$ cat src/rtl/dmem_pkg.sv
// dmem_pkg: shared FSM state type, RV32 load/store funct3 codes and the
// access-legality helpers used by data_mem_ctrl.
package dmem_pkg;

   typedef enum logic [1:0] {
      IDLE = 2'd0,
      WAIT = 2'd1,
      RESP = 2'd2
   } dmem_state_e;

   localparam logic [2:0] F3_B  = 3'b000;
   localparam logic [2:0] F3_H  = 3'b001;
   localparam logic [2:0] F3_W  = 3'b010;
   localparam logic [2:0] F3_BU = 3'b100;
   localparam logic [2:0] F3_HU = 3'b101;

   // Natural alignment: halves need addr[0]=0, words need addr[1:0]=0.
   function automatic logic is_misaligned(input logic [2:0] funct3, input logic [1:0] addr_lo);
      logic mis;
      case (funct3)
         F3_H, F3_HU: mis = addr_lo[0];
         F3_W:        mis = (addr_lo != 2'b00);
         default:     mis = 1'b0;
      endcase
      return mis;
   endfunction

   // Stores only have SB/SH/SW; loads have LB/LH/LW/LBU/LHU.
   function automatic logic funct3_legal(input logic we, input logic [2:0] funct3);
      logic ok;
      if (we) begin
         ok = (funct3 == F3_B) || (funct3 == F3_H) || (funct3 == F3_W);
      end else begin
         ok = (funct3 == F3_B) || (funct3 == F3_H) || (funct3 == F3_W) ||
              (funct3 == F3_BU) || (funct3 == F3_HU);
      end
      return ok;
   endfunction

endpackage

$ cat src/rtl/dmem_lane_align.sv
// dmem_lane_align: combinational byte-lane steering. The store side turns a
// right-aligned store into a byte-enable mask plus replicated data; the load
// side picks the addressed byte/half out of a word and sign/zero extends it.
module dmem_lane_align
   import dmem_pkg::*;
(
   input  logic [2:0]  st_funct3_i,
   input  logic [1:0]  st_addr_lo_i,
   input  logic [31:0] st_wdata_i,
   output logic [3:0]  st_be_o,
   output logic [31:0] st_wdata_o,
   input  logic [2:0]  ld_funct3_i,
   input  logic [1:0]  ld_addr_lo_i,
   input  logic [31:0] ld_word_i,
   output logic [31:0] ld_data_o
);

   logic [7:0]  lane [4];
   logic [7:0]  ld_byte;
   logic [15:0] ld_half;

   for (genvar gi = 0; gi < 4; gi++) begin : g_lane
      assign lane[gi] = ld_word_i[8*gi +: 8];
   end

   assign ld_byte = lane[ld_addr_lo_i];
   assign ld_half = ld_addr_lo_i[1] ? ld_word_i[31:16] : ld_word_i[15:0];

   // Store: data is replicated across lanes so the enable mask alone picks the target.
   always_comb begin
      st_be_o    = 4'b0000;
      st_wdata_o = st_wdata_i;
      case (st_funct3_i)
         F3_B: begin
            st_be_o    = 4'b0001 << st_addr_lo_i;
            st_wdata_o = {4{st_wdata_i[7:0]}};
         end
         F3_H: begin
            st_be_o    = st_addr_lo_i[1] ? 4'b1100 : 4'b0011;
            st_wdata_o = {2{st_wdata_i[15:0]}};
         end
         F3_W:    st_be_o = 4'b1111;
         default: st_be_o = 4'b0000;
      endcase
   end

   // Load: lane select followed by sign or zero extension.
   always_comb begin
      ld_data_o = 32'h0;
      case (ld_funct3_i)
         F3_B:    ld_data_o = {{24{ld_byte[7]}}, ld_byte};
         F3_BU:   ld_data_o = {24'h0, ld_byte};
         F3_H:    ld_data_o = {{16{ld_half[15]}}, ld_half};
         F3_HU:   ld_data_o = {16'h0, ld_half};
         F3_W:    ld_data_o = ld_word_i;
         default: ld_data_o = 32'h0;
      endcase
   end

endmodule

$ cat src/rtl/data_mem_ctrl.sv
// data_mem_ctrl: RV32 data memory with valid/ready request and response
// channels, one outstanding access, programmable wait states and fault
// detection (misaligned, out of range, illegal funct3).
// Build option DMEM_RESET_CLEAR_EN: when defined, reset also zeroes every
// memory word; otherwise contents survive reset.
module data_mem_ctrl
   import dmem_pkg::*;
#(
   parameter int unsigned DEPTH_WORDS = 32,
   parameter logic [31:0] BASE_ADDR   = 32'h0000_0000,
   parameter int unsigned WAIT_STATES = 0
) (
   input  logic        clk,
   input  logic        reset,
   input  logic        req_valid,
   output logic        req_ready,
   input  logic        req_we,
   input  logic [2:0]  req_funct3,
   input  logic [31:0] req_addr,
   input  logic [31:0] req_wdata,
   output logic        rsp_valid,
   input  logic        rsp_ready,
   output logic [31:0] rsp_rdata,
   output logic        rsp_err
);

   localparam int unsigned IDX_W = $clog2(DEPTH_WORDS);

   dmem_state_e       state_q, state_d;
   logic [3:0]        cnt_q, cnt_d;
   logic              accept;

   logic [29:0]       word_off;
   logic              in_range;
   logic [IDX_W-1:0]  idx;
   logic              acc_err;
   logic              wr_en;

   logic [3:0]        st_be;
   logic [31:0]       st_wdata;
   logic [31:0]       ld_data;

   logic [31:0]       mem_q [DEPTH_WORDS];
   logic [31:0]       rd_word_q;
   logic [2:0]        ld_funct3_q;
   logic [1:0]        ld_addr_lo_q;
   logic              ld_ok_q;
   logic              rsp_err_q;

   // BASE_ADDR is aligned to the array size, so the low two bits never borrow.
   assign word_off = req_addr[31:2] - BASE_ADDR[31:2];
   assign in_range = (req_addr >= BASE_ADDR) && (word_off < 30'(DEPTH_WORDS));
   assign idx      = word_off[IDX_W-1:0];
   assign acc_err  = !funct3_legal(req_we, req_funct3) ||
                     is_misaligned(req_funct3, req_addr[1:0]) || !in_range;
   assign wr_en    = accept && req_we && !acc_err;

   dmem_lane_align u_align (
      .st_funct3_i  (req_funct3),
      .st_addr_lo_i (req_addr[1:0]),
      .st_wdata_i   (req_wdata),
      .st_be_o      (st_be),
      .st_wdata_o   (st_wdata),
      .ld_funct3_i  (ld_funct3_q),
      .ld_addr_lo_i (ld_addr_lo_q),
      .ld_word_i    (rd_word_q),
      .ld_data_o    (ld_data)
   );

   // Next-state and handshake outputs; nothing is accepted or offered during reset.
   always_comb begin
      state_d   = state_q;
      cnt_d     = cnt_q;
      req_ready = 1'b0;
      rsp_valid = 1'b0;
      accept    = 1'b0;
      case (state_q)
         IDLE: begin
            req_ready = !reset;
            if (req_valid && !reset) begin
               accept = 1'b1;
               if (WAIT_STATES > 0) begin
                  state_d = WAIT;
                  cnt_d   = 4'(WAIT_STATES - 1);
               end else begin
                  state_d = RESP;
               end
            end
         end
         WAIT: begin
            if (cnt_q == 4'd0) begin
               state_d = RESP;
            end else begin
               cnt_d = cnt_q - 4'd1;
            end
         end
         RESP: begin
            rsp_valid = !reset;
            if (rsp_ready) begin
               state_d = IDLE;
            end
         end
         default: state_d = IDLE;
      endcase
   end

   // FSM state and wait counter.
   always_ff @(posedge clk) begin
      if (reset) begin
         state_q <= IDLE;
         cnt_q   <= 4'd0;
      end else begin
         state_q <= state_d;
         cnt_q   <= cnt_d;
      end
   end

   // Response attributes latched at acceptance and held until the next one.
   always_ff @(posedge clk) begin
      if (reset) begin
         rsp_err_q    <= 1'b0;
         ld_ok_q      <= 1'b0;
         ld_funct3_q  <= 3'b000;
         ld_addr_lo_q <= 2'b00;
      end else if (accept) begin
         rsp_err_q    <= acc_err;
         ld_ok_q      <= !req_we && !acc_err;
         ld_funct3_q  <= req_funct3;
         ld_addr_lo_q <= req_addr[1:0];
      end
   end

   // Storage: byte-enabled write and registered read, both on the acceptance edge.
   always_ff @(posedge clk) begin
`ifdef DMEM_RESET_CLEAR_EN
      if (reset) begin
         for (int i = 0; i < int'(DEPTH_WORDS); i++) begin
            mem_q[i] <= 32'h0;
         end
      end else
`endif
      if (wr_en) begin
         for (int b = 0; b < 4; b++) begin
            if (st_be[b]) begin
               mem_q[idx][8*b +: 8] <= st_wdata[8*b +: 8];
            end
         end
      end
      if (accept) begin
         rd_word_q <= mem_q[idx];
      end
   end

   // Faulted accesses and stores return zero data.
   assign rsp_rdata = ld_ok_q ? ld_data : 32'h0;
   assign rsp_err   = rsp_err_q;

endmodule

$ cat config.mk
export PLATFORM = sky130hd
export DESIGN_NAME = data_mem_ctrl
export DESIGN_NICKNAME = d
export VERILOG_FILES = /design/src/rtl/dmem_pkg.sv /design/src/rtl/dmem_lane_align.sv /design/src/rtl/data_mem_ctrl.sv
export SDC_FILE = /design/constraint.sdc
export NUM_CORES = 1
export LEC_CHECK = 0
export CAP_MARGIN = 15
export CORE_ASPECT_RATIO = 1.75
export CORE_MARGIN = 2
export CORE_UTILIZATION = 60
export DETAILED_ROUTE_END_ITERATION = 6
export GPL_ROUTABILITY_DRIVEN = 1
export PLACE_DENSITY = 0.78
export SYNTH_ARGS = -nofsm -noshare
export SYNTH_HDL_FRONTEND = slang
export SYNTH_SLANG_ARGS = --single-unit
$ cat constraint.sdc
create_clock -name clk -period 3.95 [get_ports clk]
set_clock_uncertainty 0.1 [all_clocks]
set_input_delay 1.185 -clock clk [delete_from_list [all_inputs] [get_ports clk]]
set_output_delay 1.185 -clock clk [all_outputs]
set_load 0.005 [all_outputs]
==> flow_summary.toml <==
[power_and_ir_drop]
leakage_nw = 17.27
peakVddDrop_uv = 316.5
cellPowerDensity_nw_per_um2 = 459.1

[final_layout]
fillers = 4215
seq_area_um2 = 31870
multiInputGateArea_um2 = 9646
drive_gt1_share_pct = 16.90
fin_util_pct = 70.54
diodes = 0
syn_to_final_growth_pct = 16.40
nets = 2855

[floorplanning]
initial_core_util_pct = 60.60
coreArea_um2 = 69670
die_h_um = 354.9
die_area_um2 = 72590
io_pins = 107
rows = 128
die_w_um = 204.5

[worst_setup_path]
startpoint = "ld_addr_lo_q[1]"
cp.required_ns = 2.66
r2r-start = "state_q[1]"
startpoint_type = "flip-flop"
endpoint_kind = "primary output"
path_buf_inv = 2
cp.arrival_ns = 2.61
crit_fanout = 16
cpPeakStageDelay_ns = 0.52
crit_slowest_cell = "clkdlybuf4s50_1"
critPathKind = "reg2out"
path_cells = "buf_4, or3_1, o32ai_2, nor2_4, a21oi_1, clkdlybuf4s50_1"
cp_top_family = "buffers and inverters"

[synthesis]
synth_nets = 2546
synthFlopType = "edfxtp_1"
synth_top_area_share_pct = 75.11
post_synth_num_cell_types = 48
synth_xor_area_share_pct = 0
synth-async-reset-ratio_pct = 0
yosys.area.top_type = "edfxtp_1"
synth_seq_cells = 1064
synth_compound_area_share_pct = 4.849
postSynthAreaPerCell_um2 = 17.06
ys_warn_count = 0
synth_edf_count = 1056
yosys-mux-area-fraction_pct = 13.04
synth_top_family_by_area = "multiplexers"
synthesis.area_um2 = 42220
synth.area.top_cells = "edfxtp_1 75%, mux2i_1 12%, o22ai_1 3.8%, nor3_1 1.5%, nor4_1 0.98%"
netlist_instances = 2474
synth.yosys.seq_area_share_pct = 75.49
synthAdderAreaFrac_pct = 0
synth-simple-area-share_pct = 4.647

[drt]
wl_mm = 118.4
via_per_inst = 6.743
post_drt_wl_per_cell_um = 31.47
drt_iter0_markers = 3499
num_vias = 25369
drc = 3
antenna_left = 0
first_pass_iters = 7

[outcome]
violations = "DRC"
outcome = "finished, violations left"

[global_routing]
grt_pass1_wl_mm = 169.8
grt_pass1_vias = 25258
gr-total-overflow = 0
antenna_found_initial = 2
grt_max_degree = 63
grt_usage_pct = 32.85

[sta]
max_freq_mhz = 257.0
maxSlewHeadroom_pct = 31.03
tightest_slew_ns = 1.025
period_needed_ns = 3.892
setup_viol = 0
period_share_pct = 98.52
timing.final.hold_violations = 0
final-max-slew-violation-count = 0
totalNegativeSetupSlack_ns = 0
whs_ns = 0.4592

[clock_network]
cts_root_buffer = "clkbuf_16"
cts_buffer_depth = 3
clk_latency_ns = 0.65
ctsHoldBuffers = 0
ctsHtreeMaxLevel = 3
clock-sinks = 1064
cts_tree = "built"
clkTransAtPathRegs_ns = 0.07
numCtsBuffers = 85

[worst_hold_path]
worstHoldStart = "ld_funct3_q[2]"
min_path_type = "reg2reg"

[placement]
portBuffers = 106
gp_congestion = 0.9578
hpwl_mm = 77.12

[job]
cap_violations = 0
==> cells in the final DEF, fill, tap and decap left out, types with 25 or more instances in the layout <==
master           Yosys  layout
nand2_1             69      69
buf_4                0     253
buf_12               0      35
nor3_1             128     128
clkbuf_16            0      88
nor4_1              66      66
o22ai_1            256     256
mux2i_1            523     523
nor2_1              27      25
edfxtp_1          1056    1056
clkdlybuf4s50_1      0      97
==> layer usage <==
metal	up-vias	share of wire (%)	global-route usage [%]
met3	449	11	5.797
met1	12482	33	39.99
met2	1861	49	53.77
met4	2	8.0	22.25
met5	-	0.011	0
li1	10575	-	-
==> tightest hold or removal path: cells and delay by family (launching register included) <==
| family | cells | cell delay [ns] |
|---|---|---|
| AND/OR/NAND/NOR | 1 | 0.08 |
| AO/OA/AOI/OAI | 1 | 0.07 |
| flip-flops | 1 | 0.35 |
==> power by group <==
group	leakage (nW)	internal (mW)	switching, mW
Combinational	6.34	0.466	0.928
Clock	1.37	4.74	3.88
Sequential	9.56	12.5	0.0407
==> flip-flops by register name (all words and copies together), names as in the netlist <==
| register | count |
|---|---|
| ld_ok_q | 1 |
| mem_q | 1024 |
| rd_word_q | 32 |
| ld_addr_lo_q | 2 |
| state_q | 1 |
| ld_funct3_q | 3 |
| rsp_err | 1 |
==> path summary, 6_finish.rpt <==
check / cells past startpoint / slack [ns] / endpoint
worst max-delay path: 6 / 0.06 / rsp_rdata[23]
worst min register to register: 2 / 0.46 / ld_funct3_q[2]
worst min-delay path: 2 / 0.46 / ld_funct3_q[2]
worst max register to register: 6 / 1.47 / mem_q[12][5]
==> cells in the mapped netlist, types with 3 or more instances <==
| library cell | number |
|---|---|
| a21oi_1 | 33 |
| o21ai_0 | 6 |
| nor3_2 | 4 |
| nand3_1 | 17 |
| nor2_1 | 27 |
| or4_1 | 6 |
| o22ai_1 | 256 |
| nand4bb_1 | 6 |
| buf_1 | 8 |
| nor3_1 | 128 |
| nor3b_1 | 3 |
| a22oi_1 | 9 |
| nand4b_1 | 4 |
| mux2_2 | 24 |
| clkbuf_1 | 86 |
| dfxtp_1 | 8 |
| nor4_1 | 66 |
| nand4_1 | 3 |
| nand2_1 | 69 |
| inv_1 | 4 |
| nand2b_1 | 5 |
| buf_2 | 66 |
| o21a_1 | 3 |
| or4b_1 | 4 |
| and3b_1 | 4 |
| buf_6 | 12 |
| nand3b_1 | 3 |
| a222oi_1 | 7 |
| and3_1 | 3 |
| edfxtp_1 | 1056 |
| mux2i_1 | 523 |
==> through the flow <==
stage	area (µm²)	instances	total power, mW	setup slack, ns
2_1_floorplan	42220	2474	13.45	0.4517
3_3_place_gp	46260	3603	14.10	0.1138
3_5_place_dp	46260	3603	14.13	0.06202
4_1_cts	49080	3760	22.52	-0.08406
5_1_grt	49140	3762	23.00	-0.008412
6_report	49140	3762	22.56	0.05843
==> final cells by class <==
cell class	instances	share of cell area (%)
well taps	910	2.317
repair buffers	394	7.478
flip-flops and latches	1064	64.86
inverters	4	0.03055
clock inverters	50	1.011
clock buffers	106	4.680
multi-input cells	1234	19.63
==> cell families (layout without fill, tap and decap cells) <==
| family | Yosys count | in the layout |
|---|---|---|
| buf+inv | 176 | 554 |
| flops | 1064 | 1064 |
| mux | 547 | 547 |
| compound gates | 325 | 325 |
| simple gates | 362 | 362 |
==> what timing repair did <==
action / CTS / global route
setup buffers: 1 / 2
hold endpoints to repair: 0 / 0
setup endpoints to repair: 25 / 22
resized for setup: 8 / 15
No activity file was read; power rests on OpenSTA's default activity.
